`src/rtl/sound_pkg.sv`:
```
// Items shared by the sound channels: default parameter values, the duty
// pattern table and the register field layouts.
package sound_pkg;

  localparam int unsigned DEF_SWEEP_EN = 0;
  localparam int unsigned DEF_FREQ_W   = 11;
  localparam int unsigned DEF_LEN_W    = 6;
  localparam int unsigned DEF_VOL_W    = 4;
  localparam int unsigned DEF_PRESCALE = 4;

  // Output-high steps of the duty cycle, indexed by NR1[7:6]. Bit n belongs to step n.
  localparam logic [3:0][7:0] DUTY_TABLE = {
    8'b0111_1110, 8'b1000_0111, 8'b1000_0001, 8'b0000_0001
  };

  localparam int unsigned NR1_DUTY_LSB   = 6;
  localparam int unsigned NR4_TRIG_BIT   = 7;
  localparam int unsigned NR4_LEN_EN_BIT = 6;

  typedef struct packed {
    logic       rsvd;
    logic [2:0] period;
    logic       negate;
    logic [2:0] shift;
  } nr0_t;

  typedef struct packed {
    logic [3:0] vol;
    logic       add;
    logic [2:0] period;
  } nr2_t;

endpackage

```
`src/rtl/sound_freq_sweep.sv`:
```
// Frequency sweep unit: it holds the shadow frequency, steps it on sweep ticks,
// and flags any result that overflows the frequency range.
module sound_freq_sweep
  import sound_pkg::*;
#(
  parameter int unsigned FREQ_W = DEF_FREQ_W
) (
  input  logic              i_clk,
  input  logic              i_rst_n,
  input  logic              i_trig,
  input  logic              i_tick,
  input  logic [7:0]        i_nr0,
  input  logic [FREQ_W-1:0] i_freq,
  output logic [FREQ_W-1:0] o_freq,
  output logic              o_ovf_c
);

  localparam int unsigned SUM_W = FREQ_W + 1;

  nr0_t              w_nr0;
  logic [FREQ_W-1:0] w_base;
  logic [SUM_W-1:0]  w_delta;
  logic [SUM_W-1:0]  w_new;
  logic              w_calc;
  logic              w_unused;
  logic [FREQ_W-1:0] r_shadow;
  logic [2:0]        r_cnt;

  assign w_nr0    = nr0_t'(i_nr0);
  assign w_unused = w_nr0.rsvd;
  // The trigger overflow check uses the frequency that is loaded in the same cycle
  assign w_base   = i_trig ? i_freq : r_shadow;
  assign w_calc   = i_tick && !i_trig && (w_nr0.period != 3'd0) && (r_cnt <= 3'd1);

  always_comb begin
    w_delta = SUM_W'(w_base >> w_nr0.shift);
    if (w_nr0.negate) w_new = {1'b0, w_base} - w_delta;
    else              w_new = {1'b0, w_base} + w_delta;
  end

  assign o_ovf_c = w_new[FREQ_W] && ((i_trig && (w_nr0.shift != 3'd0)) || w_calc);
  assign o_freq  = r_shadow;

  always_ff @(posedge i_clk or negedge i_rst_n) begin
    if (!i_rst_n) begin
      r_shadow <= '0;
      r_cnt    <= '0;
    end else if (i_trig) begin
      r_shadow <= i_freq;
      r_cnt    <= w_nr0.period;
    end else if (i_tick && (w_nr0.period != 3'd0)) begin
      if (w_calc) begin
        r_cnt <= w_nr0.period;
        if (!w_new[FREQ_W] && (w_nr0.shift != 3'd0)) r_shadow <= w_new[FREQ_W-1:0];
      end else begin
        r_cnt <= r_cnt - 3'd1;
      end
    end
  end

endmodule

```
`src/rtl/sound_square_channel.sv`:
```
// Square-wave sound channel. It combines the duty generator, length counter and
// volume envelope, and adds the frequency sweep when SWEEP_EN is set.
module sound_square_channel
  import sound_pkg::*;
#(
  parameter int unsigned SWEEP_EN = DEF_SWEEP_EN,
  parameter int unsigned FREQ_W   = DEF_FREQ_W,
  parameter int unsigned LEN_W    = DEF_LEN_W,
  parameter int unsigned VOL_W    = DEF_VOL_W,
  parameter int unsigned PRESCALE = DEF_PRESCALE
) (
  input  logic             I_CLK,
  input  logic             I_RESET_L,
  input  logic [7:0]       I_NR0,
  input  logic [7:0]       I_NR1,
  input  logic [7:0]       I_NR2,
  input  logic [7:0]       I_NR3,
  input  logic [7:0]       I_NR4,
  input  logic             I_NR1_WR,
  input  logic             I_NR2_WR,
  input  logic             I_NR4_WR,
  input  logic             I_TICK_LEN,
  input  logic             I_TICK_SWEEP,
  input  logic             I_TICK_ENV,
  output logic [VOL_W-1:0] O_SAMPLE,
  output logic             O_ON
);

  localparam int unsigned TIMER_W = FREQ_W + $clog2(PRESCALE) + 1;
  localparam int unsigned LCNT_W  = LEN_W + 1;
  localparam logic [VOL_W-1:0] VOL_MAX = '1;

  nr2_t               w_nr2;
  logic               w_trig, w_dac_en, w_tick_len, w_tick_env, w_tick_sweep;
  logic               w_sweep_ovf, w_len_expire, w_on_nxt, w_unused;
  logic [FREQ_W-1:0]  w_freq_live, w_freq;
  logic [7:0]         w_pattern;
  logic [LCNT_W-1:0]  w_len_load, w_len_nxt;
  logic [VOL_W-1:0]   w_vol_nxt, w_sample_nxt;
  logic [2:0]         w_env_nxt, w_step_nxt;
  logic [TIMER_W-1:0] w_timer_nxt;

  logic               r_on;
  logic [VOL_W-1:0]   r_sample, r_vol;
  logic [2:0]         r_env_cnt, r_step;
  logic [LCNT_W-1:0]  r_len;
  logic [TIMER_W-1:0] r_timer;

  function automatic logic [TIMER_W-1:0] f_period(input logic [FREQ_W-1:0] freq);
    return ((TIMER_W'(1) << FREQ_W) - TIMER_W'(freq)) * TIMER_W'(PRESCALE);
  endfunction

  assign w_nr2        = nr2_t'(I_NR2);
  assign w_trig       = I_NR4_WR && I_NR4[NR4_TRIG_BIT];
  assign w_dac_en     = |{w_nr2.vol, w_nr2.add};
  // A trigger takes priority over any frame-sequencer tick in the same cycle
  assign w_tick_len   = I_TICK_LEN && !w_trig;
  assign w_tick_env   = I_TICK_ENV && !w_trig;
  assign w_tick_sweep = I_TICK_SWEEP && !w_trig;
  assign w_freq_live  = FREQ_W'({I_NR4[2:0], I_NR3});
  assign w_pattern    = DUTY_TABLE[I_NR1[NR1_DUTY_LSB +: 2]];
  assign w_len_load   = (LCNT_W'(1) << LEN_W) - LCNT_W'(I_NR1[LEN_W-1:0]);
  assign w_unused     = ^{I_NR0, I_NR4[5:3], I_NR2_WR, I_TICK_SWEEP};

  generate
    if (SWEEP_EN != 0) begin : g_sweep
      sound_freq_sweep #(.FREQ_W(FREQ_W)) u_sweep (
        .i_clk   (I_CLK),
        .i_rst_n (I_RESET_L),
        .i_trig  (w_trig),
        .i_tick  (w_tick_sweep),
        .i_nr0   (I_NR0),
        .i_freq  (w_freq_live),
        .o_freq  (w_freq),
        .o_ovf_c (w_sweep_ovf)
      );
    end else begin : g_no_sweep
      assign w_freq      = w_freq_live;
      assign w_sweep_ovf = 1'b0;
    end
  endgenerate

  always_comb begin
    w_on_nxt     = r_on;
    w_vol_nxt    = r_vol;
    w_env_nxt    = r_env_cnt;
    w_len_nxt    = r_len;
    w_timer_nxt  = r_timer;
    w_step_nxt   = r_step;
    w_len_expire = 1'b0;

    if (I_NR1_WR) begin
      w_len_nxt = w_len_load;
    end else if (w_tick_len && I_NR4[NR4_LEN_EN_BIT] && (r_len != '0)) begin
      w_len_nxt    = r_len - LCNT_W'(1);
      w_len_expire = (r_len == LCNT_W'(1));
    end

    if (w_tick_env && (w_nr2.period != 3'd0)) begin
      if (r_env_cnt <= 3'd1) begin
        w_env_nxt = w_nr2.period;
        if (w_nr2.add) begin
          if (r_vol != VOL_MAX) w_vol_nxt = r_vol + VOL_W'(1);
        end else if (r_vol != '0) begin
          w_vol_nxt = r_vol - VOL_W'(1);
        end
      end else begin
        w_env_nxt = r_env_cnt - 3'd1;
      end
    end

    if (r_on) begin
      if (r_timer <= TIMER_W'(1)) begin
        w_timer_nxt = f_period(w_freq);
        w_step_nxt  = r_step + 3'd1;
      end else begin
        w_timer_nxt = r_timer - TIMER_W'(1);
      end
    end

    if (w_trig) begin
      w_on_nxt    = 1'b1;
      w_vol_nxt   = VOL_W'(w_nr2.vol);
      w_env_nxt   = w_nr2.period;
      w_timer_nxt = f_period(w_freq_live);
      w_step_nxt  = 3'd0;
      if (w_len_nxt == '0) w_len_nxt = LCNT_W'(1) << LEN_W;
    end

    if (w_len_expire || w_sweep_ovf || !w_dac_en) w_on_nxt = 1'b0;

    // The sample is built from next-state values so that it changes together with O_ON
    w_sample_nxt = (w_on_nxt && w_pattern[w_step_nxt]) ? w_vol_nxt : '0;
  end

  always_ff @(posedge I_CLK or negedge I_RESET_L) begin
    if (!I_RESET_L) begin
      r_on      <= 1'b0;
      r_sample  <= '0;
      r_vol     <= '0;
      r_env_cnt <= '0;
      r_step    <= '0;
      r_len     <= '0;
      r_timer   <= '0;
    end else begin
      r_on      <= w_on_nxt;
      r_sample  <= w_sample_nxt;
      r_vol     <= w_vol_nxt;
      r_env_cnt <= w_env_nxt;
      r_step    <= w_step_nxt;
      r_len     <= w_len_nxt;
      r_timer   <= w_timer_nxt;
    end
  end

  assign O_ON     = r_on;
  assign O_SAMPLE = r_sample;

endmodule

```
`config.mk`:
```
export PLATFORM = sky130hd
export DESIGN_NAME = sound_square_channel
export DESIGN_NICKNAME = d
export VERILOG_FILES = /design/src/rtl/sound_pkg.sv /design/src/rtl/sound_freq_sweep.sv /design/src/rtl/sound_square_channel.sv
export SDC_FILE = /design/constraint.sdc
export NUM_CORES = 1
export LEC_CHECK = 0
export CAP_MARGIN = 20
export CELL_PAD_IN_SITES_DETAIL_PLACEMENT = 0
export CELL_PAD_IN_SITES_GLOBAL_PLACEMENT = 1
export CORE_UTILIZATION = 40
export DETAILED_ROUTE_END_ITERATION = 10
export PLACE_DENSITY_LB_ADDON = 0.25
export SLEW_MARGIN = 20
export SYNTH_ARGS = -nofsm -noshare
export SYNTH_HDL_FRONTEND = slang
export SYNTH_SLANG_ARGS = --single-unit
```
`constraint.sdc`:
```
create_clock -name I_CLK -period 6.2 [get_ports I_CLK]
set_input_delay 1.24 -clock I_CLK [delete_from_list [all_inputs] [get_ports I_CLK]]
set_output_delay 1.24 -clock I_CLK [all_outputs]
set_load 0.05 [all_outputs]
```
==> run_results.csv <==
group,metric,value,unit
setup_path,rr_worst_depth,6,
final_layout,utilization,49.50,%
setup_path,arrival,3560,ps
clock_tree,ctsHtreeMaxLevel,2,
route,ant_nets,0,
clock_tree,cts.sinks,36,
die,rows,30,
pwr,p_total,0.8496,mW
clock_tree,cts_root_buf,"clkbuf_8",
timing,grt_setup_unrepaired,"false",
place,port_buffers,39,
clock_tree,ctsResizeCount,0,
timing,relSlewSlack,45.40,%
outcome,status,"completed",
setup_path,crit_type,"input port to register",
setup_path,rrSetupSlack,3900,ps
pwr,vdd_ir_drop_max,156.0,uV
min_path,hp-start,"r_timer[5]",
route,drc_errors,0,
yosys,async_flop_share,100.0,%
clock_tree,hold_buffers,0,
timing,worst_pin_slew,815.9,ps
place,placed_cell_area,3273,um2
route,first_iter_violations,76,
timing,clock.fmax,0.3004,GHz
yosys,netlist_instances,331,
yosys,ys_ff_latch,36,
place,place_inst,455,
setup_path,startpoint_type,"input port",
clock_tree,post-cts-setup-buffers,0,
yosys,synth-edff-count,0,
pwr,p_leak,1.317,nW
timing,layout_setup_ws,2871,ps
clock_tree,clk_pin_slew,80,ps
grt,antenna_found_initial,0,
timing,maxSlewViolCount,0,
route,num_vias,2542,
setup_path,crit_path_end_kind,"register",
final_layout,diodes,0,
grt,grt.total_usage,19.17,%
grt,first_global_vias,2336,
final_layout,finalNetCount,427,
yosys,synth_area_per_cell,8.535,um2
pwr,swShare,38.79,%
timing,min_period,3329,ps
job,cap_viol_max_count,0,
pwr,power_density,252.6,nW/um2
route,detail_route.vias_per_cell,5.490,
die,core-area,6794,um2
yosys,ys_seq_area_share,31.89,%
clock_tree,cts_tree,"built",
timing,skew,13.06,ps
route,dr.pass1.iters,5,
timing,hold_viol_final,0,
timing,setup_viol,0,
final_layout,final_cells,463,
clock_tree,worstSkewPairLatency,290,ps
yosys,synth_nets,392,
route,routedWlPerCell,14.27,um
timing,hold_ws,530.5,ps
final_layout,area_growth,19.04,%
setup_path,r2r-start,"r_timer[9]",
setup_path,r2r_end,"r_timer[13]",
final_layout,final_area,3363,um2
min_path,whs_endpoint,"r_timer[5]",
die,initial_core_util,41.58,%
clock_tree,cts_buffers,5,
min_path,hp-class,"register to register",
route,wl,6605,um
min_path,holdPathStages,2,
final_layout,layout-drive-gt1-share,5.995,%
yosys,synth_area,2825,um2
pwr,power.share.clock,20.8,%
place,gp_congestion,0.7861,
timing,fin_tns_setup,0,ps
pwr,pwr-share-comb,37.3,%
grt,grt_pass1_wl,11300,um
die,dieArea,7403,um2
pwr,p_int,0.5200,mW
setup_path,worst_ep_required_time,6430,ps
die,die_y,86.04,um
die,io_pins,53,
die,die_width,86.04,um
timing,finalCritPeriodShare,53.69,%
yosys,synthFlopType,"dfrtp_1",
place,dpl.hpwl,4809,um
pwr,power.switching,0.3296,mW
pwr,seqPwrFrac,41.9,%
yosys,synth_warnings,0,
setup_path,crit_fanout,19,
place,place_ws,2549,ps
clock_tree,cts_buffer_depth,2,
grt,grt_max_degree,37,
grt,gr-total-overflow,0,
yosys,synth.distinct_cells,68,
per-layer routing:
metal	up-vias	routed length [um]	global-route usage [%]
met5	-	0	0
met4	0	119	6.970
met3	13	230	3.561
met2	52	2844	29.15
met1	1187	3410	27.10
li1	1290	-	-
how the worst max path moves through the flow:
stage,endpoint,slack (ps),depth (start not counted),startpoint
2_1_floorplan,O_SAMPLE[2],3560,8,I_NR2[0]
3_5_place_dp,r_timer[7],2550,6,I_NR4_WR
4_1_cts,r_timer[7],2880,6,I_NR4_WR
5_1_grt,r_len[6],2730,7,I_NR4_WR
3_3_place_gp,r_timer[7],2580,6,I_NR4_WR
6_report,r_timer[9],2870,6,I_NR4_WR
synthesized netlist by cell type (all sizes together), types with 5 or more instances:
cell / instances / area, um2
ha: 13 / 162.7
dfrtp: 36 / 900.9
clkbuf: 8 / 31.28
nor4: 7 / 58.81
nand2b: 6 / 37.54
xor2: 7 / 61.31
nor2: 28 / 105.1
and2: 6 / 38.79
nor3: 11 / 55.05
nand2: 25 / 96.35
or3: 5 / 31.28
o21ai: 23 / 115.1
buf: 5 / 46.29
inv: 18 / 67.56
a21oi: 28 / 143.9
a21boi: 6 / 48.80
nand3: 11 / 65.06
a31oi: 6 / 37.54
xnor2: 14 / 122.6
worst max-delay path, cell delays in order:
cell             delay [ps]
clkdlybuf4s50_1         470
nand2_1                 590
o31a_1                  740
nand2_1                 160
o22ai_1                 190
a22o_1                  160
power groups by stage:
stage          sequential [mW]  clock, mW  combinational (mW)
5_1_grt                  0.366      0.195               0.355
4_1_cts                  0.355      0.185               0.319
3_3_place_gp             0.358          0               0.315
3_5_place_dp             0.358          0               0.317
2_1_floorplan            0.363          0               0.214
6_report                 0.356      0.177               0.317
area by class of cell:
cell class | instances | area [um2]
well taps | 96 | 120.1
inverters | 18 | 67.56
flip-flops and latches | 36 | 900.9
clock buffers | 8 | 90.09
multi-input cells | 264 | 1779
repair buffers | 41 | 405.4
fillers | 691 | 3431
layout by cell type (no fill, tap or decap), drive strengths merged, types with 5 or more instances in the layout:
cell           instances
nand2                 25
nor3                  11
and2                   6
clkdlybuf4s50         39
nor2                  28
inv                   18
nor4                   7
o21ai                 23
xnor2                 14
or3                    5
a31oi                  6
a21oi                 28
nand2b                 6
dfrtp                 36
ha                    13
nand3                 11
clkbuf                 8
xor2                   7
a21boi                 6
kinds of logic after synthesis:
family | synth area share [%]
compound gates | 25.95
xor+xnor | 6.510
fa+ha+maj | 5.757
buf+inv | 5.137
flops | 31.89
mux | 1.063
simple gates | 23.69
registers in the layout, summed over array words and instances (netlist names):
name       count
O_ON           1
r_len          7
r_step         3
O_SAMPLE       4
r_env_cnt      3
r_timer       14
r_vol          4
Note: power is estimated with default switching activity, not from simulation.
